$ cat config.mk
export PLATFORM = sky130hd
export DESIGN_NAME = dct_block_scheduler
export DESIGN_NICKNAME = d
export VERILOG_FILES = /design/src/rtl/dct_pkg.sv /design/src/rtl/sched_timeout_ctr.sv /design/src/rtl/dct_block_scheduler.sv
export SDC_FILE = /design/constraint.sdc
export NUM_CORES = 1
export LEC_CHECK = 0
export ABC_AREA = 0
export CAP_MARGIN = 10
export CELL_PAD_IN_SITES_DETAIL_PLACEMENT = 1
export CELL_PAD_IN_SITES_GLOBAL_PLACEMENT = 1
export CORE_AREA = 5 5 111 71
export DETAILED_ROUTE_END_ITERATION = 16
export DIE_AREA = 0 0 116 76
export DONT_BUFFER_PORTS = 1
export GPL_ROUTABILITY_DRIVEN = 0
export GPL_TIMING_DRIVEN = 0
export HOLD_SLACK_MARGIN = 0.05
export PLACE_DENSITY_LB_ADDON = 0.1
export RECOVER_POWER = 50
export SYNTH_ARGS = -nofsm -noshare
export SYNTH_HDL_FRONTEND = slang
export SYNTH_HIERARCHICAL = 1
export SYNTH_SLANG_ARGS = --single-unit
$ cat constraint.sdc
create_clock -name clk -period 7.2 [get_ports clk]
set_input_delay 1.8 -clock clk [delete_from_list [all_inputs] [get_ports clk]]
set_output_delay 1.8 -clock clk [all_outputs]
set_load 0.01 [all_outputs]
$ cat src/rtl/dct_pkg.sv
// Shared types and constants for the DCT block pipeline.
// Scheduler states plus block geometry and datapath widths.
package dct_pkg;

  typedef enum logic [2:0] {
    IDLE,
    LOAD,
    START,
    BUSY,
    CAPTURE,
    HOLD
  } sched_state_e;

  localparam int BLK_N  = 8;
  localparam int COEF_W = 54;
  localparam int PIX_W  = 9;

endpackage

$ cat src/rtl/sched_timeout_ctr.sv
// Watchdog for the dct_2d core: counts enabled cycles since clear.
// expired is asserted during the cycle in which the count reaches TIMEOUT.
module sched_timeout_ctr #(
  parameter int TIMEOUT = 128
) (
  input  logic clk,
  input  logic rst,
  input  logic clear,
  input  logic enable,
  output logic expired
);

  localparam int W = $clog2(TIMEOUT + 1);

  logic [W-1:0] cnt;

  always_ff @(posedge clk) begin
    if (rst || clear) begin
      cnt <= '0;
    end else if (enable) begin
      cnt <= cnt + 1'b1;
    end
  end

  // this enabled cycle is the TIMEOUT-th one
  assign expired = enable && (cnt == W'(TIMEOUT - 1));

endmodule

$ cat src/rtl/dct_block_scheduler.sv
// Sequences 8x8 blocks through dct_2d: load, start, wait, capture, present.
// Tracks per-frame block count, frame end and a sticky core timeout flag.
module dct_block_scheduler
  import dct_pkg::*;
#(
  parameter int TAG_W   = 12,
  parameter int CNT_W   = 16,
  parameter int TIMEOUT = 128
) (
  input  logic             clk,
  input  logic             rst,
  input  logic [CNT_W-1:0] num_blocks,
  input  logic             in_valid,
  input  logic [TAG_W-1:0] in_tag,
  output logic             in_ready,
  output logic             ld_en,
  output logic             start_block,
  input  logic             block_done,
  output logic             cap_en,
  output logic             out_valid,
  output logic [TAG_W-1:0] out_tag,
  input  logic             out_ready,
  output logic             frame_done,
  output logic [CNT_W-1:0] blk_count,
  output logic             err_timeout
);

  sched_state_e     state;
  sched_state_e     state_nx;
  logic [TAG_W-1:0] tag_q;
  logic [CNT_W-1:0] target;
  logic             frame_open;
  logic             expired;
  logic             accept;
  logic             hs;
  logic             last;
  logic             timeout_hit;

  sched_timeout_ctr #(
    .TIMEOUT(TIMEOUT)
  ) u_tmo (
    .clk    (clk),
    .rst    (rst),
    .clear  (start_block),
    .enable (state == BUSY),
    .expired(expired)
  );

  assign ld_en       = (state == LOAD);
  assign start_block = (state == START);
  assign cap_en      = (state == CAPTURE);
  assign out_valid   = (state == HOLD);
  assign out_tag     = tag_q;

  // HOLD may take the next block in the same cycle its result leaves
  assign in_ready = !rst &&
    ((state == IDLE) || ((state == HOLD) && out_ready));

  assign accept      = in_valid && in_ready;
  assign hs          = out_valid && out_ready;
  assign last        = hs && ((blk_count + CNT_W'(1)) == target);
  assign frame_done  = last;
  assign timeout_hit = (state == BUSY) && expired && !block_done;

  always_comb begin
    state_nx = state;
    unique case (state)
      IDLE:    if (accept) state_nx = LOAD;
      LOAD:    state_nx = START;
      START:   state_nx = BUSY;
      BUSY: begin
        if (block_done)   state_nx = CAPTURE;
        else if (expired) state_nx = IDLE;
      end
      CAPTURE: state_nx = HOLD;
      HOLD: begin
        if (hs) state_nx = accept ? LOAD : IDLE;
      end
      default: state_nx = IDLE;
    endcase
  end

  always_ff @(posedge clk) begin
    if (rst) begin
      state       <= IDLE;
      tag_q       <= '0;
      target      <= CNT_W'(1);
      frame_open  <= 1'b0;
      blk_count   <= '0;
      err_timeout <= 1'b0;
    end else begin
      state <= state_nx;
      if (accept) tag_q <= in_tag;
      if (timeout_hit) err_timeout <= 1'b1;
      if (hs) blk_count <= last ? '0 : blk_count + CNT_W'(1);
      if (last) frame_open <= 1'b0;
      // first block of a frame fixes the frame length
      if (accept && (!frame_open || last)) begin
        target     <= (num_blocks == '0) ? CNT_W'(1) : num_blocks;
        frame_open <= 1'b1;
      end
    end
  end

endmodule
==> results of run 1 <==
-- placed cells by master, fill, tap and decap left out, types with 5 or more instances in the layout --
cell / count
xnor2_1: 22
buf_4: 7
o21ai_0: 11
clkbuf_1: 10
or3_1: 5
nor3_1: 24
buf_2: 6
mux2_2: 7
nand2_1: 44
nor2b_1: 13
nor2_1: 26
inv_1: 9
nor4_1: 8
clkbuf_16: 9
and3_1: 5
mux2_4: 9
nand3_1: 12
xor2_1: 12
a21oi_1: 9
dfxtp_1: 57
nand3b_1: 12
nand4_1: 9
-- path summary, 6_finish.rpt --
kind	from	endpoint	slack [ns]
worst min register to register	u_tmo/cnt[7]$_SDFFE_PP0P_	u_tmo/cnt[7]$_SDFFE_PP0P_	0.50
worst min-delay path	u_tmo/cnt[7]$_SDFFE_PP0P_	u_tmo/cnt[7]$_SDFFE_PP0P_	0.50
worst max-delay path	out_ready	frame_done	2.14
worst max register to register	blk_count[1]$_SDFFE_PP0P_	blk_count[12]$_SDFFE_PP0P_	3.85
-- critical path, cell delays in order --
cell and delay, ns:
and3_1 0.12, clkbuf_1 0.42, nand4_1 0.20, a2111oi_0 0.40
nand2_1 0.09, nor2_1 0.22
-- kinds of logic (layout without fill, tap and decap cells) --
logic type / after synthesis / count (layout) / synth area share
simple gates: 184 / 184 / 0.323
flops: 57 / 57 / 0.343
compound gates: 42 / 42 / 0.0945
xor+xnor: 35 / 35 / 0.0964
buf+inv: 35 / 51 / 0.0587
mux: 20 / 20 / 0.0764
fa+ha+maj: 2 / 2 / 0.00753
-- sequential cells by signal (all words and copies together) (netlist names) --
signal and count:
out_tag 12, target 16, state 3, u_tmo/cnt 8, blk_count 16, err_timeout 1
frame_open 1
-- final cells by class --
cell class	instances	area, µm²	share of cell area
Buffer	26	159	0.0427
Clock buffer	9	225	0.0605
Clock inverter	7	71.3	0.0191
Inverter	9	33.8	0.00907
Multi-Input combinational cell	283	1980	0.532
Sequential cell	57	1140	0.306
Tap cell	91	114	0.0306
-- report_power, final --
group	internal, mW	switching (mW)	leakage, nW	total (mW)
Clock	0.266	0.150	0.137	0.416
Combinational	0.106	0.121	0.824	0.227
Sequential	0.358	0.0400	0.464	0.398
-- metal layers --
metal  vias up  wire, µm  GRT usage
li1       1344         -          -
met1      1374      4270      0.290
met2        72      3980      0.327
met3        11       778     0.0897
met4         0        94     0.0510
met5         -         0          0
-- metrics by stage --
stage / instance area [µm²] / hold WS [ns] / utilization / cells
2_1_floorplan: 3320 / 0.458 / - / 375
3_3_place_gp: 3440 / 0.470 / 0.498 / 466
3_5_place_dp: 3440 / 0.494 / 0.498 / 466
4_1_cts: 3730 / 0.503 / 0.541 / 482
5_1_grt: 3720 / 0.516 / 0.539 / 482
6_report: 3720 / 0.499 / 0.539 / 482
==> reports/qor.csv, run 1 <==
metric,value,unit
critical path class,input pin to output pin,
I/O pin count,68,
leakage,1.43,nW
worst skew pair latency,0.33,ns
clock root buffer,clkbuf_16,
Fill cells,816,
"area leader, netlist",dfxtp_1,
hold path depth,2,
initial antenna violation count,0,
Ys Warns,6,
crit path time final,5.06,ns
"Avg Cell Area, Syn",8.86,µm²
H-tree levels,3,
Setup crit start kind,input pin,
Crit Path Max Fanout,9,
syn_nets,410,
ANT cells,0,
residual DRC count,0,
grt total ovfl,0,
Yosys reg bits,57,
post-synthesis sequential area ratio,0.343,
Placement Setup Slack,2.38,ns
critical path endpoint category,output pin,
setup bufs post-CTS,0,
die height,76,µm
Sink Count,57,
DP HPWL,7010,µm
largest cells by area after synthesis,"dfxtp_1, xnor2_1, nand2_1",
relative slew slack,0.611,
RSZ-0062 raised after global routing,no,
worst path required time,5.40,ns
layout cells sized above 1,0.159,
overall power,1.04,mW
Core ar.,6910,µm²
Final nets,421,
Cells after Synth,375,
Fin Setup TNS,0,ns
Setup Viol. Count Final,0,
Synth top area share,0.343,
Detailed Routing Iterations Pass 1,4,
Worst EP arrival,3.26,ns
pin count of the biggest net entering global routing,12,
fin worst setup slack,2.14,ns
Total Wirelength,9120,µm
clock skew,0.00549,ns
top-count cell post-synth,dfxtp_1,
Routed Antenna Nets,0,
vias per cell,5.81,
Post-synth top cells,"dfxtp_1, nand2_1, nor2_1, nor3_1, xnor2_1",
Async SR Flop Fraction,0,
cts hold-fix bufs,0,
Most used DFF post-synth,dfxtp_1,
TritonCTS clock tree,built,
post-DR wirelength/cell,18.9,µm
worst-margin pin slew,0.578,ns
final hold viol count,0,
peak supply drop,0.181,mV
Buffers on Ports,0,
All-Layer GR Usage,0.217,
Yosys cell types,59,
vias in the first global route,2919,
row count,24,
first-pass GRT wire length,15000,µm
reg2reg path depth,11,
power per standard cell area,280,nW/µm²
fin crit share,0.703,
Num CTS Buffers,9,
clk slew on worst S/H paths,0.05,ns
Area Overhead vs Synth,12.1,%
max_cap viols,0,
post-CTS resize count,0,
Syn Std Cell Area,3320,µm²
Initial Util,0.481,
min-delay worst type,register to register,
outcome,finished clean,
FMAX,198,MHz
Longest Clk Path Bufs,2,
fin. max-slew vios,0,
"EDFF count, synth",0,
Die Wd,116,µm
total number of vias,2801,
die area,8820,µm²
drt initial violations,169,
(Power assumes the default switching activity.)
==> inputs of run 2 (changes only) <==
Settings changed: CORE_AREA 5 5 111 71 to 5 5 120 77, DIE_AREA 0 0 116 76 to 0 0 125 82.
Clock period 7.2 ns to 4.4 ns, I/O delays scaled along.
==> reports/qor.csv, run 2 (synthesis gave the netlist of run 1 again) <==
metric,value,unit
Initial Util,0.410,
crit path time final,3.82,ns
clk slew on worst S/H paths,0.05,ns
critical path class,register to output pin,
initial antenna violation count,0,
Buffers on Ports,0,
fin crit share,0.868,
Fin Setup TNS,0,ns
Core ar.,8100,µm²
cts hold-fix bufs,0,
post-DR wirelength/cell,19.2,µm
clock skew,0.00405,ns
TritonCTS clock tree,built,
outcome,finished clean,
power per standard cell area,483,nW/µm²
layout cells sized above 1,0.153,
Num CTS Buffers,9,
ANT cells,0,
Die Wd,125,µm
Detailed Routing Iterations Pass 1,4,
first-pass GRT wire length,15600,µm
I/O pin count,68,
clock root buffer,clkbuf_16,
post-CTS resize count,0,
die area,10300,µm²
min-delay worst type,register to register,
final hold viol count,0,
hold path depth,2,
grt total ovfl,0,
fin worst setup slack,0.582,ns
Placement Setup Slack,0.961,ns
worst-margin pin slew,0.719,ns
Total Wirelength,9680,µm
most frequent cells in the layout,"dfxtp_1, nand2_1, nor2_1, nor3_1, xnor2_1",
Longest Clk Path Bufs,2,
Routed Antenna Nets,0,
fin. max-slew vios,0,
reg2reg path depth,11,
Crit Path Max Fanout,7,
pin count of the biggest net entering global routing,11,
critical path endpoint category,output pin,
worst path required time,3.30,ns
"most common cell after layout, fill and taps aside",dfxtp_1,
Setup crit start kind,register,
worst reg2reg startpoint,blk_count[1]$_SDFFE_PP0P_,
Worst EP arrival,2.72,ns
peak supply drop,0.273,mV
Sink Count,57,
total number of vias,2777,
Final nets,421,
H-tree levels,3,
drt initial violations,136,
hold wc startpoint,u_tmo/cnt[7]$_SDFFE_PP0P_,
All-Layer GR Usage,0.195,
hold endpoint,u_tmo/cnt[7]$_SDFFE_PP0P_,
vias per cell,5.52,
die height,82,µm
vias in the first global route,2860,
max_cap viols,0,
worst skew pair latency,0.33,ns
FF-to-FF setup slack,1.21,ns
residual DRC count,0,
RSZ-0062 raised after global routing,no,
setup bufs post-CTS,0,
row count,26,
Area Overhead vs Synth,14.2,%
DP HPWL,7270,µm
FMAX,262,MHz
leakage,1.44,nW
relative slew slack,0.517,
worst reg2reg endpoint,target[7]$_SDFFE_PP0P_,
Setup Viol. Count Final,0,
[run 2: cell types whose count changed in the layout (fill, tap and decap cells not counted), sizes merged]
cell	delta
bufinv	+2
clkbuf	+2
clkinv	-2
clkinvlp	-2
[run 2: worst max-delay path by stage]
| stage | start | end | slack [ns] | depth (start not counted) |
|---|---|---|---|---|
| floorplan | out_ready | frame_done | 1.20 | 6 |
| global placement | out_ready | frame_done | 0.96 | 6 |
| detailed placement | blk_count[0]$_SDFFE_PP0P_ | frame_done | 0.96 | 7 |
| CTS | blk_count[1]$_SDFFE_PP0P_ | frame_done | 0.60 | 10 |
| global route | blk_count[1]$_SDFFE_PP0P_ | frame_done | 0.40 | 10 |
| finish | blk_count[1]$_SDFFE_PP0P_ | frame_done | 0.58 | 9 |
[run 2: final cells by class]
type / instances / area [µm²]
Buffer: 26 / 155
Tap cell: 112 / 140
Fill cell: 953 / 4300
Sequential cell: 57 / 1140
Clock inverter: 5 / 103
Multi-Input combinational cell: 283 / 1980
Inverter: 9 / 33.8
Clock buffer: 11 / 243
[run 2: power by group]
part / internal, mW / leakage (nW) / switching, mW
Clock: 0.567 / 0.166 / 0.246
Combinational: 0.171 / 0.811 / 0.198
Sequential: 0.585 / 0.464 / 0.0647
Total: 1.32 / 1.44 / 0.509
[run 2: per-stage QoR]
step                      power (mW)   util  area, µm²  std cells  hold slack (ns)
after global routing            1.92  0.469       3800        503            0.510
after floorplan                0.947      -       3320        375            0.458
after CTS                       1.85  0.470       3810        503            0.491
final                           1.83  0.469       3800        503            0.494
after detailed placement        1.03  0.428       3460        487            0.481
after global placement          1.02  0.428       3460        487            0.469
[run 2: worst max-delay path, cell delays in order (launching register included)]
cell	delay [ns]
dfxtp_1	0.56
ha_1	0.21
buf_2	0.21
nand4_4	0.19
nor4_1	0.36
xnor2_1	0.24
nand4bb_1	0.14
nor3_1	0.15
nand2_1	0.07
nor2_1	0.25
[run 2: per-layer routing]
layer / share of wire / global-route usage / up-vias
met4: 0.010 / 0.0433 / 0
met3: 0.063 / 0.0734 / 10
met5: 0 / 0 / -
met2: 0.45 / 0.314 / 52
li1: - / - / 1341
met1: 0.48 / 0.251 / 1374
==> inputs of run 3 (changes only) <==
Settings changed: CAP_MARGIN 10 to 20.
==> results of run 3 <==
The final DEF is identical to that of run 2; final timing and power are the same.
